==> config.mk <==
export PLATFORM = sky130hd
export DESIGN_NAME = clock_nth_weekday_date
export DESIGN_NICKNAME = d
export VERILOG_FILES = /design/src/rtl/clock_nth_weekday_date_pkg.sv /design/src/rtl/clock_nth_weekday_date_mod7.sv /design/src/rtl/clock_nth_weekday_date.sv
export SDC_FILE = /design/constraint.sdc
export NUM_CORES = 1
export LEC_CHECK = 0
export ABC_AREA = 0
export BUFFER_PORTS_ARGS = -buffer_cell sky130_fd_sc_hd__buf_2
export CAP_MARGIN = 20
export CORE_MARGIN = 2
export CORE_UTILIZATION = 34
export CTS_CLUSTER_SIZE = 12
export DETAILED_ROUTE_END_ITERATION = 7
export SYNTH_ARGS = -nofsm -noshare
export SYNTH_HDL_FRONTEND = slang
export SYNTH_SLANG_ARGS = --single-unit
==> constraint.sdc <==
create_clock -name CLK -period 15.3 [get_ports CLK]
set_input_delay 0.765 -clock CLK [delete_from_list [all_inputs] [get_ports CLK]]
set_output_delay 0.765 -clock CLK [all_outputs]
set_load 0.02 [all_outputs]
==> src/rtl/clock_nth_weekday_date_pkg.sv <==
// Shared calendar tables and codes for the weekday/date blocks.
package clock_nth_weekday_date_pkg;

  typedef enum logic [2:0] {
    WD_SUN = 3'd0, WD_MON = 3'd1, WD_TUE = 3'd2, WD_WED = 3'd3,
    WD_THU = 3'd4, WD_FRI = 3'd5, WD_SAT = 3'd6
  } weekday_t;

  localparam logic [2:0] OCC_LAST = 3'd7;

  typedef enum logic [2:0] {
    S_IDLE, S_CHECK, S_DIV12, S_DOOM, S_FIRST, S_NTH, S_BCD, S_DONE
  } state_t;

  // Doomsday anchor date of each month (day that shares the year's doomsday weekday).
  function automatic logic [4:0] anchor_date(input logic [3:0] month, input logic leap);
    case (month)
      4'd1:    return 5'd3 + 5'(leap);
      4'd2:    return 5'd28 + 5'(leap);
      4'd3:    return 5'd14;
      4'd4:    return 5'd4;
      4'd5:    return 5'd9;
      4'd6:    return 5'd6;
      4'd7:    return 5'd11;
      4'd8:    return 5'd8;
      4'd9:    return 5'd5;
      4'd10:   return 5'd10;
      4'd11:   return 5'd7;
      4'd12:   return 5'd12;
      default: return 5'd0;
    endcase
  endfunction

  // Days in month.
  function automatic logic [4:0] month_len(input logic [3:0] month, input logic leap);
    case (month)
      4'd2:                     return 5'd28 + 5'(leap);
      4'd4, 4'd6, 4'd9, 4'd11:  return 5'd30;
      default:                  return 5'd31;
    endcase
  endfunction

  // Century anchor weekday indexed by the century number mod 4.
  function automatic logic [2:0] century_code(input logic [1:0] cc_lo);
    case (cc_lo)
      2'd0:    return 3'd2;
      2'd1:    return 3'd0;
      2'd2:    return 3'd5;
      default: return 3'd3;
    endcase
  endfunction

endpackage

==> src/rtl/clock_nth_weekday_date_mod7.sv <==
// Combinational remainder modulo 7 for small sums (0..63).
module clock_mod7 (
  input  logic [5:0] a,
  output logic [2:0] rem
);
  assign rem = 3'(a % 6'd7);
endmodule

==> src/rtl/clock_nth_weekday_date.sv <==
// Nth / last weekday of a month -> BCD day-of-month, via Conway's doomsday rule.
module clock_nth_weekday_date
  import clock_nth_weekday_date_pkg::*;
(
  input  logic       CLK,
  input  logic       RST_N,
  input  logic       start,
  input  logic       Is_Leap_Year,
  input  logic [3:0] clock_year,
  input  logic [3:0] clock_decade,
  input  logic [3:0] clock_century,
  input  logic [3:0] clock_millenia,
  input  logic [3:0] clock_1month,
  input  logic [3:0] clock_10month,
  input  logic [2:0] target_weekday,
  input  logic [2:0] occurrence,
  output logic       busy,
  output logic       done,
  output logic       error,
  output logic [3:0] clock_day,
  output logic [3:0] clock_10day
);

  state_t state, next_state;

  // captured request
  logic [3:0] c_yr, c_dec, c_cen, c_mil, c_m1, c_m10;
  logic       c_leap;
  logic [2:0] c_wd, c_occ;

  // working registers
  logic [6:0] yy;
  logic [3:0] q;
  logic [2:0] cent;
  logic [3:0] month;
  logic [2:0] doom;
  logic [3:0] first;
  logic [5:0] n;
  logic [1:0] tens;

  // combinational helpers
  logic       digit_bad, chk_err, nth_err, last_occ, fail, enter_done;
  logic [6:0] mon_full;
  logic [1:0] cc_lo;
  logic [5:0] doom_sum, first_sum, mod_a_in, mod_b_in;
  logic [2:0] mod_a_out, mod_b_out;
  logic [5:0] ml, n_nth, n_last28, n_last21, n_sel;

  // Input validation and CHECK-stage derived values.
  always_comb begin
    digit_bad = (c_yr > 4'd9) | (c_dec > 4'd9) | (c_cen > 4'd9) | (c_mil > 4'd9) |
                (c_m1 > 4'd9) | (c_m10 > 4'd9);
    mon_full  = 7'(c_m10) * 7'd10 + 7'(c_m1);
    chk_err   = digit_bad | (mon_full == 7'd0) | (mon_full > 7'd12) |
                (c_wd > WD_SAT) | (c_occ == 3'd0) | (c_occ == 3'd6);
    // (10*mil + cen) mod 4 == (2*mil + cen) mod 4; only the low two bits matter
    cc_lo     = {c_mil[0], 1'b0} + c_cen[1:0];
  end

  // Doomsday sum (DOOM) and weekday of the 1st (FIRST) share one mod-7 unit.
  always_comb begin
    doom_sum  = 6'(cent) + 6'(q) + 6'(yy) + 6'(yy >> 2);
    first_sum = 6'(doom) + 6'd36 - 6'(anchor_date(month, c_leap));
    mod_a_in  = (state == S_DOOM) ? doom_sum : first_sum;
    mod_b_in  = 6'(c_wd) + 6'd7 - 6'(mod_a_out);
  end

  clock_mod7 u_mod7_a (.a(mod_a_in), .rem(mod_a_out));
  clock_mod7 u_mod7_b (.a(mod_b_in), .rem(mod_b_out));

  // Occurrence -> day number, with last-occurrence fallback and overflow check.
  always_comb begin
    ml       = 6'(month_len(month, c_leap));
    n_nth    = 6'(first) + 6'(c_occ - 3'd1) * 6'd7;
    n_last28 = 6'(first) + 6'd28;
    n_last21 = 6'(first) + 6'd21;
    last_occ = (c_occ == OCC_LAST);
    n_sel    = last_occ ? ((n_last28 <= ml) ? n_last28 : n_last21) : n_nth;
    nth_err  = !last_occ && (n_nth > ml);
  end

  // State register.
  always_ff @(posedge CLK or negedge RST_N) begin
    if (!RST_N) state <= S_IDLE;
    else        state <= next_state;
  end

  // Next-state logic; both iterative loops spin in place until their exit test.
  always_comb begin
    next_state = state;
    case (state)
      S_IDLE:  if (start) next_state = S_CHECK;
      S_CHECK: next_state = chk_err ? S_DONE : S_DIV12;
      S_DIV12: if (yy < 7'd12) next_state = S_DOOM;
      S_DOOM:  next_state = S_FIRST;
      S_FIRST: next_state = S_NTH;
      S_NTH:   next_state = nth_err ? S_DONE : S_BCD;
      S_BCD:   if (n < 6'd10) next_state = S_DONE;
      S_DONE:  next_state = S_IDLE;
      default: next_state = S_IDLE;
    endcase
    fail       = ((state == S_CHECK) && chk_err) || ((state == S_NTH) && nth_err);
    enter_done = (next_state == S_DONE) && (state != S_DONE);
  end

  assign busy = (state != S_IDLE);
  assign done = (state == S_DONE);

  // Capture, division by 12, doomsday, first-day, nth and BCD datapath.
  always_ff @(posedge CLK or negedge RST_N) begin
    if (!RST_N) begin
      {c_yr, c_dec, c_cen, c_mil, c_m1, c_m10} <= '0;
      c_leap <= 1'b0;
      c_wd   <= '0;
      c_occ  <= '0;
      yy     <= '0;
      q      <= '0;
      cent   <= '0;
      month  <= '0;
      doom   <= '0;
      first  <= '0;
      n      <= '0;
      tens   <= '0;
    end else begin
      case (state)
        S_IDLE: if (start) begin
          c_yr   <= clock_year;
          c_dec  <= clock_decade;
          c_cen  <= clock_century;
          c_mil  <= clock_millenia;
          c_m1   <= clock_1month;
          c_m10  <= clock_10month;
          c_leap <= Is_Leap_Year;
          c_wd   <= target_weekday;
          c_occ  <= occurrence;
        end
        S_CHECK: begin
          yy    <= 7'(c_dec) * 7'd10 + 7'(c_yr);
          q     <= '0;
          cent  <= century_code(cc_lo);
          month <= mon_full[3:0];
          tens  <= '0;
        end
        S_DIV12: if (yy >= 7'd12) begin
          yy <= yy - 7'd12;
          q  <= q + 4'd1;
        end
        S_DOOM:  doom  <= mod_a_out;
        S_FIRST: first <= 4'd1 + 4'(mod_b_out);
        S_NTH:   n     <= n_sel;
        S_BCD: if (n >= 6'd10) begin
          n    <= n - 6'd10;
          tens <= tens + 2'd1;
        end
        default: ;
      endcase
    end
  end

  // Result registers load on entry to DONE and hold until the next result.
  always_ff @(posedge CLK or negedge RST_N) begin
    if (!RST_N) begin
      error       <= 1'b0;
      clock_day   <= '0;
      clock_10day <= '0;
    end else if (enter_done) begin
      error       <= fail;
      clock_day   <= fail ? 4'd0 : n[3:0];
      clock_10day <= fail ? 4'd0 : {2'b00, tens};
    end
  end

endmodule
* Yosys cells after proc, flatten, opt, wreduce, memory -nomap -nowiden
Cells that the tools add are included.
** Cells by class
- Add/subtract/negate cells :: 21
- $mul :: 3
- Divide/modulo/power cells :: 2
- Order comparisons :: 14
- Equal/unequal tests :: 27
- Mux-type cells :: 22
- Bitwise operators :: 10
- Reductions and logical operators :: 19
** Operators by type and width (count)
- $pmux W5 S12 :: 1
- $gt A4 B4 Y1 const B :: 6
- $mux W6 :: 4
- $pmux W3 S8 :: 1
- $eq A3 B3 Y1 const B :: 7
- $eq A4 B4 Y1 const B :: 5
- $eq A4 B3 Y1 const B :: 4
- $add A7 B4 Y7 :: 2
- $pmux W7 S2 :: 1
- $add A4 B5 Y6 const B :: 2
- $mod A6 B3 Y6 const B :: 2
- $mul A4 B3 Y6 const B :: 2
- $mux W3 :: 4
- $pmux W6 S2 :: 1
- $or A1 B1 Y1 :: 10
- $pmux W5 S2 :: 1
- $pmux W3 S3 :: 1
- $eq A4 B2 Y1 const B :: 2
- $mux W4 :: 2
- $pmux W4 S2 :: 1
- $reduce_and A2 Y1 :: 4
- $ge A7 B4 Y1 const B :: 1
- $gt A7 B4 Y1 const B :: 1
- $logic_not A7 Y1 :: 1
- 43 further kinds :: 52
** Word-level totals
- Bits in registers :: 76
- Input port bits :: 34
- Word-level logic and storage cells :: 139

* Longest topological paths before layout
- Word-level depth :: 15
- Mapped depth :: 41
- Gate-level depth less buffers :: 41

* Cells and area by module
Synthesis repeated with hierarchy kept, for this count alone.
** Second synthesis, totals
- Cells, all modules :: 683
- Area total of the unflattened synthesis :: 6409.9 um2
** Modules (own cells, without submodules)
- clock_nth_weekday_date :: times used 1, cells each 547, area an instance 5378.9 um2, seq. area each 1851.8 um2
- clock_mod7 :: times used 2, cells each 68, area an instance 515.5 um2, seq. area each 0.0 um2

* Worst setup path before layout
Ideal clock, no wire load.
- Path kind :: reg-to-reg
- Start :: register yy[3]
- End :: register first[2]
- Setup time :: 130 ps
- Arrival :: 8031 ps
- Slack :: 7139 ps
- Stages on the path, launching flop included :: 39
- Buffers on the path :: 0
- Cells stage by stage :: dfrtp_1 inv_1 fa_1 inv_1 fa_1 ha_1 fa_1 xor2_1 mux2i_1 inv_1 ha_1 and4b_1 and4_1 or3_1 o32ai_1 a21oi_1 o21ai_1 ha_1 (+3 left out) ha_1 a32oi_2 mux2i_1 inv_1 fa_1 xnor2_1 ha_1 ha_1 a211oi_1 a21o_1 ha_1 a21oi_1 a32o_1 mux2_2 ha_1 xnor2_1 xnor2_1 o21ai_0
** On the way
- Cells in the longest elaborated chain, start to end :: 7
** RTL lines
- start: declaration :: RTL line clock_nth_weekday_date.sv:32 : logic [6:0] yy;
- start signal: assignment :: RTL line clock_nth_weekday_date.sv:138 : yy <= 7'(c_dec) * 7'd10 + 7'(c_yr);
- start signal: assignment :: RTL line clock_nth_weekday_date.sv:145 : yy <= yy - 7'd12;
- $add A5 B6 Y6 :: RTL line clock_nth_weekday_date.sv:62 : doom_sum = 6'(cent) + 6'(q) + 6'(yy) + 6'(yy >> 2);
- $add A6 B5 Y6 * :: RTL line clock_nth_weekday_date.sv:62
- $mux W6 * :: RTL line clock_nth_weekday_date.sv:64 : mod_a_in = (state == S_DOOM) ? doom_sum : first_sum;
- $mod A6 B3 Y6 * :: RTL line clock_nth_weekday_date_mod7.sv:6 : assign rem = 3'(a % 6'd7);
- via mod_a_out[1] :: RTL line clock_nth_weekday_date.sv:46 : logic [2:0] mod_a_out, mod_b_out;
- $sub A4 B3 Y5 * :: RTL line clock_nth_weekday_date.sv:65 : mod_b_in = 6'(c_wd) + 6'd7 - 6'(mod_a_out);
- $mod A6 B3 Y6 * :: RTL line clock_nth_weekday_date_mod7.sv:6
- $add A1 B3 Y4 * :: RTL line clock_nth_weekday_date.sv:149 : S_FIRST: first <= 4'd1 + 4'(mod_b_out);
- end signal: assignment :: RTL line clock_nth_weekday_date.sv:149
- end: declaration :: RTL line clock_nth_weekday_date.sv:37 : logic [3:0] first;
Mark *: on every way through the listed nets, which the timed path passes. The rest lies on a longest branch.
A chain may end at the register's enable or synchronous reset.

* Worst setup path after layout
Ends and elaborated chain as after synthesis.

==> impl_metrics.toml <==
[synth]
ys_ff_latch = 74
seq_area_frac_synth_pct = 30.94
synth_edf_count = 0
avgSynthCellArea_um2 = 9.067
synth_cell_types = 66
synth.yosys.warnings = 0
synth_top_cell_area_share_pct = 30.94
synth.area.top_cells = "dfrtp_1 31%, ha_1 14%, fa_1 5.4%, mux2_2 4.9%, o21ai_0 4.5%"
postSynth.asyncResetShare_pct = 100.0
synthCells = 660
yosysTopAreaCell = "dfrtp_1"
ys.flop_type = "dfrtp_1"
netlist_area_um2 = 5984

[detailed_routing]
drc = 0
viasPerCell = 5.028
dr.pass1.iters = 6
first_iter_violations = 209
antenna_left = 0
wl_um = 12860
wl_per_cell_um = 13.95
vias = 4636

[clock_network]
worst_skew_pair.late_latency_ps = 350
h-tree-depth = 3
hold_buffers = 0
clk_pin_slew_ps = 70
clockBufferDepth = 2
clock-sinks = 74
cts_resized = 0
cts_tree = "yes"
cts_made_buffers = 9
root_buffer = "clkbuf_16"
cts_setup_buffers = 0

[sta]
worst_pin_slew_ps = 952.7
maxSlewViolCount = 0
report.final.hold_viol_count = 0
tns_ps = 0
max_freq_ghz = 0.1111
rsz0062_at_grt = "no"
setup_viol = 0
min_period_over_period_pct = 58.81
slew_headroom_pct = 36.49
period_minus_slack_ps = 8998
clock_skew_ps = 11.61

[layout]
multi_input_area_um2 = 3815
area_growth_pct = 12.06
nets = 809
layout-drive-gt1-share_pct = 14.49
seq_area_um2 = 1852
n_fill_cell = 1725
instances_no_fill = 922
final_area_um2 = 6706
diodes = 0

[job]
cap_violations = 0

[floorplanning]
start_util_pct = 34.72
coreArea_um2 = 17240
die-area_um2 = 18680
placementRows = 48
pin_count = 45
die_h_um = 136.7
die_width_um = 136.7

[worst_setup_path]
path_common_cell = "ha_1"
required_ps = 15510
max_stage_delay_ps = 520
worst_setup_path_start_kind = "register"
end_kind = "register"
worst_path_max_delay_cell = "fa_1"
reg2reg_depth = 38
crit_fanout = 6
path_class = "reg2reg"
cp.arrival_ps = 9210

[run_status]
status = "finished, final reports clean"

[global_routing]
grt_usage_pct = 14.96
grt_pass1_wl_um = 22180
grt_max_degree = 75
grt_pass1_vias = 4434
antenna_found_initial = 0
grt_overflow_total = 0

[place]
hpwl_um = 9968
place.gp.congestion = 0.9019
portBuffers = 42
placed_cells = 906
place_area_um2 = 6399

[worst_hold_path]
min_path_type = "reg2reg"
holdPathStages = 2
[layout by cell type (no fill, tap or decap), types with 22 or more instances in the layout]
cell     instances
dfrtp_1         74
buf_2           41
ha_1            67
inv_1           60
a21oi_1         48
nand2_1         66
xnor2_1         22
nor2_1          41
mux2_2          26
o21ai_0         54
[critical path: cells and delay by family, from the launching register on]
| kind | cells | cell delay [ps] |
|---|---|---|
| mux | 3 | 1040 |
| flops | 1 | 430 |
| simple gates | 4 | 820 |
| compound gates | 11 | 1890 |
| fa+ha+maj | 12 | 3590 |
| buf+inv | 4 | 340 |
| xor+xnor | 4 | 780 |
[kinds of logic after synthesis]
family                     after synthesis  synth area share (%)
AOI/OAI and AO/OA                      170                 17.79
xor gates and xnor gates                34                 5.227
adders and majority gates               83                 19.36
buffers and inverters                   84                 5.582
DFF                                     74                 30.94
muxes                                   36                 6.649
other                                    1               0.06266
and+or+nand+nor                        178                 14.38
[worst paths after layout]
check,end,from,slack (ps)
max,first[2],yy[3],6300
min reg2reg,cent[0],cent[0],480
min,cent[0],cent[0],480
max in group asynchronous,clock_10day[1],RST_N,14110
min in group asynchronous,c_dec[3],RST_N,550
max reg2reg,first[2],yy[3],6300
[state kept, by name, indices dropped and copies added, names as in the netlist, 4 cells and up]
register,flops
n,6
c_yr,4
clock_day,4
c_m1,4
c_mil,4
first,4
yy,7
q,4
c_m10,4
c_dec,4
month,4
c_cen,4
[routing by layer]
metal / share of wire (%) / GRT usage, % / up-vias / routed length (um)
met2: 44 / 22.61 / 66 / 5606
met4: 1.6 / 5.035 / 0 / 201
met5: 0 / 0 / - / 0
li1: - / - / 2385 / -
met3: 2.7 / 1.852 / 14 / 347
met1: 52 / 22.01 / 2171 / 6702
[cells in the mapped netlist, drive strengths merged, types with 9 or more instances]
cell / number
a21o: 10
a21oi: 48
clkbuf: 15
dfrtp: 74
fa: 16
ha: 67
inv: 60
mux2: 27
mux2i: 9
nand2: 66
nand3: 13
nor2: 42
nor3: 15
o21ai: 59
xnor2: 22
xor2: 11
[metrics by stage]
stage	hold WS (ps)	utilization [%]	setup slack (ps)
finish	479.4	38.91	6302
global route	499.8	38.91	5590
CTS	485.2	38.91	6347
detailed placement	469.5	37.12	6366
global placement	467.9	37.12	6644
floorplan	445.3	-	7139
[final cells by class]
| type | instances | share of cell area, % |
|---|---|---|
| inverter | 61 | 3.433 |
| clock buffer | 9 | 3.358 |
| sequential | 74 | 27.61 |
| timing repair buffer | 43 | 3.284 |
| tap | 225 | 4.198 |
| multi-input combinational | 503 | 56.88 |
| clock inverter | 7 | 1.231 |
Power is not shown: default switching activity piles up to over one toggle a cycle in this logic, so the estimate is an artifact.
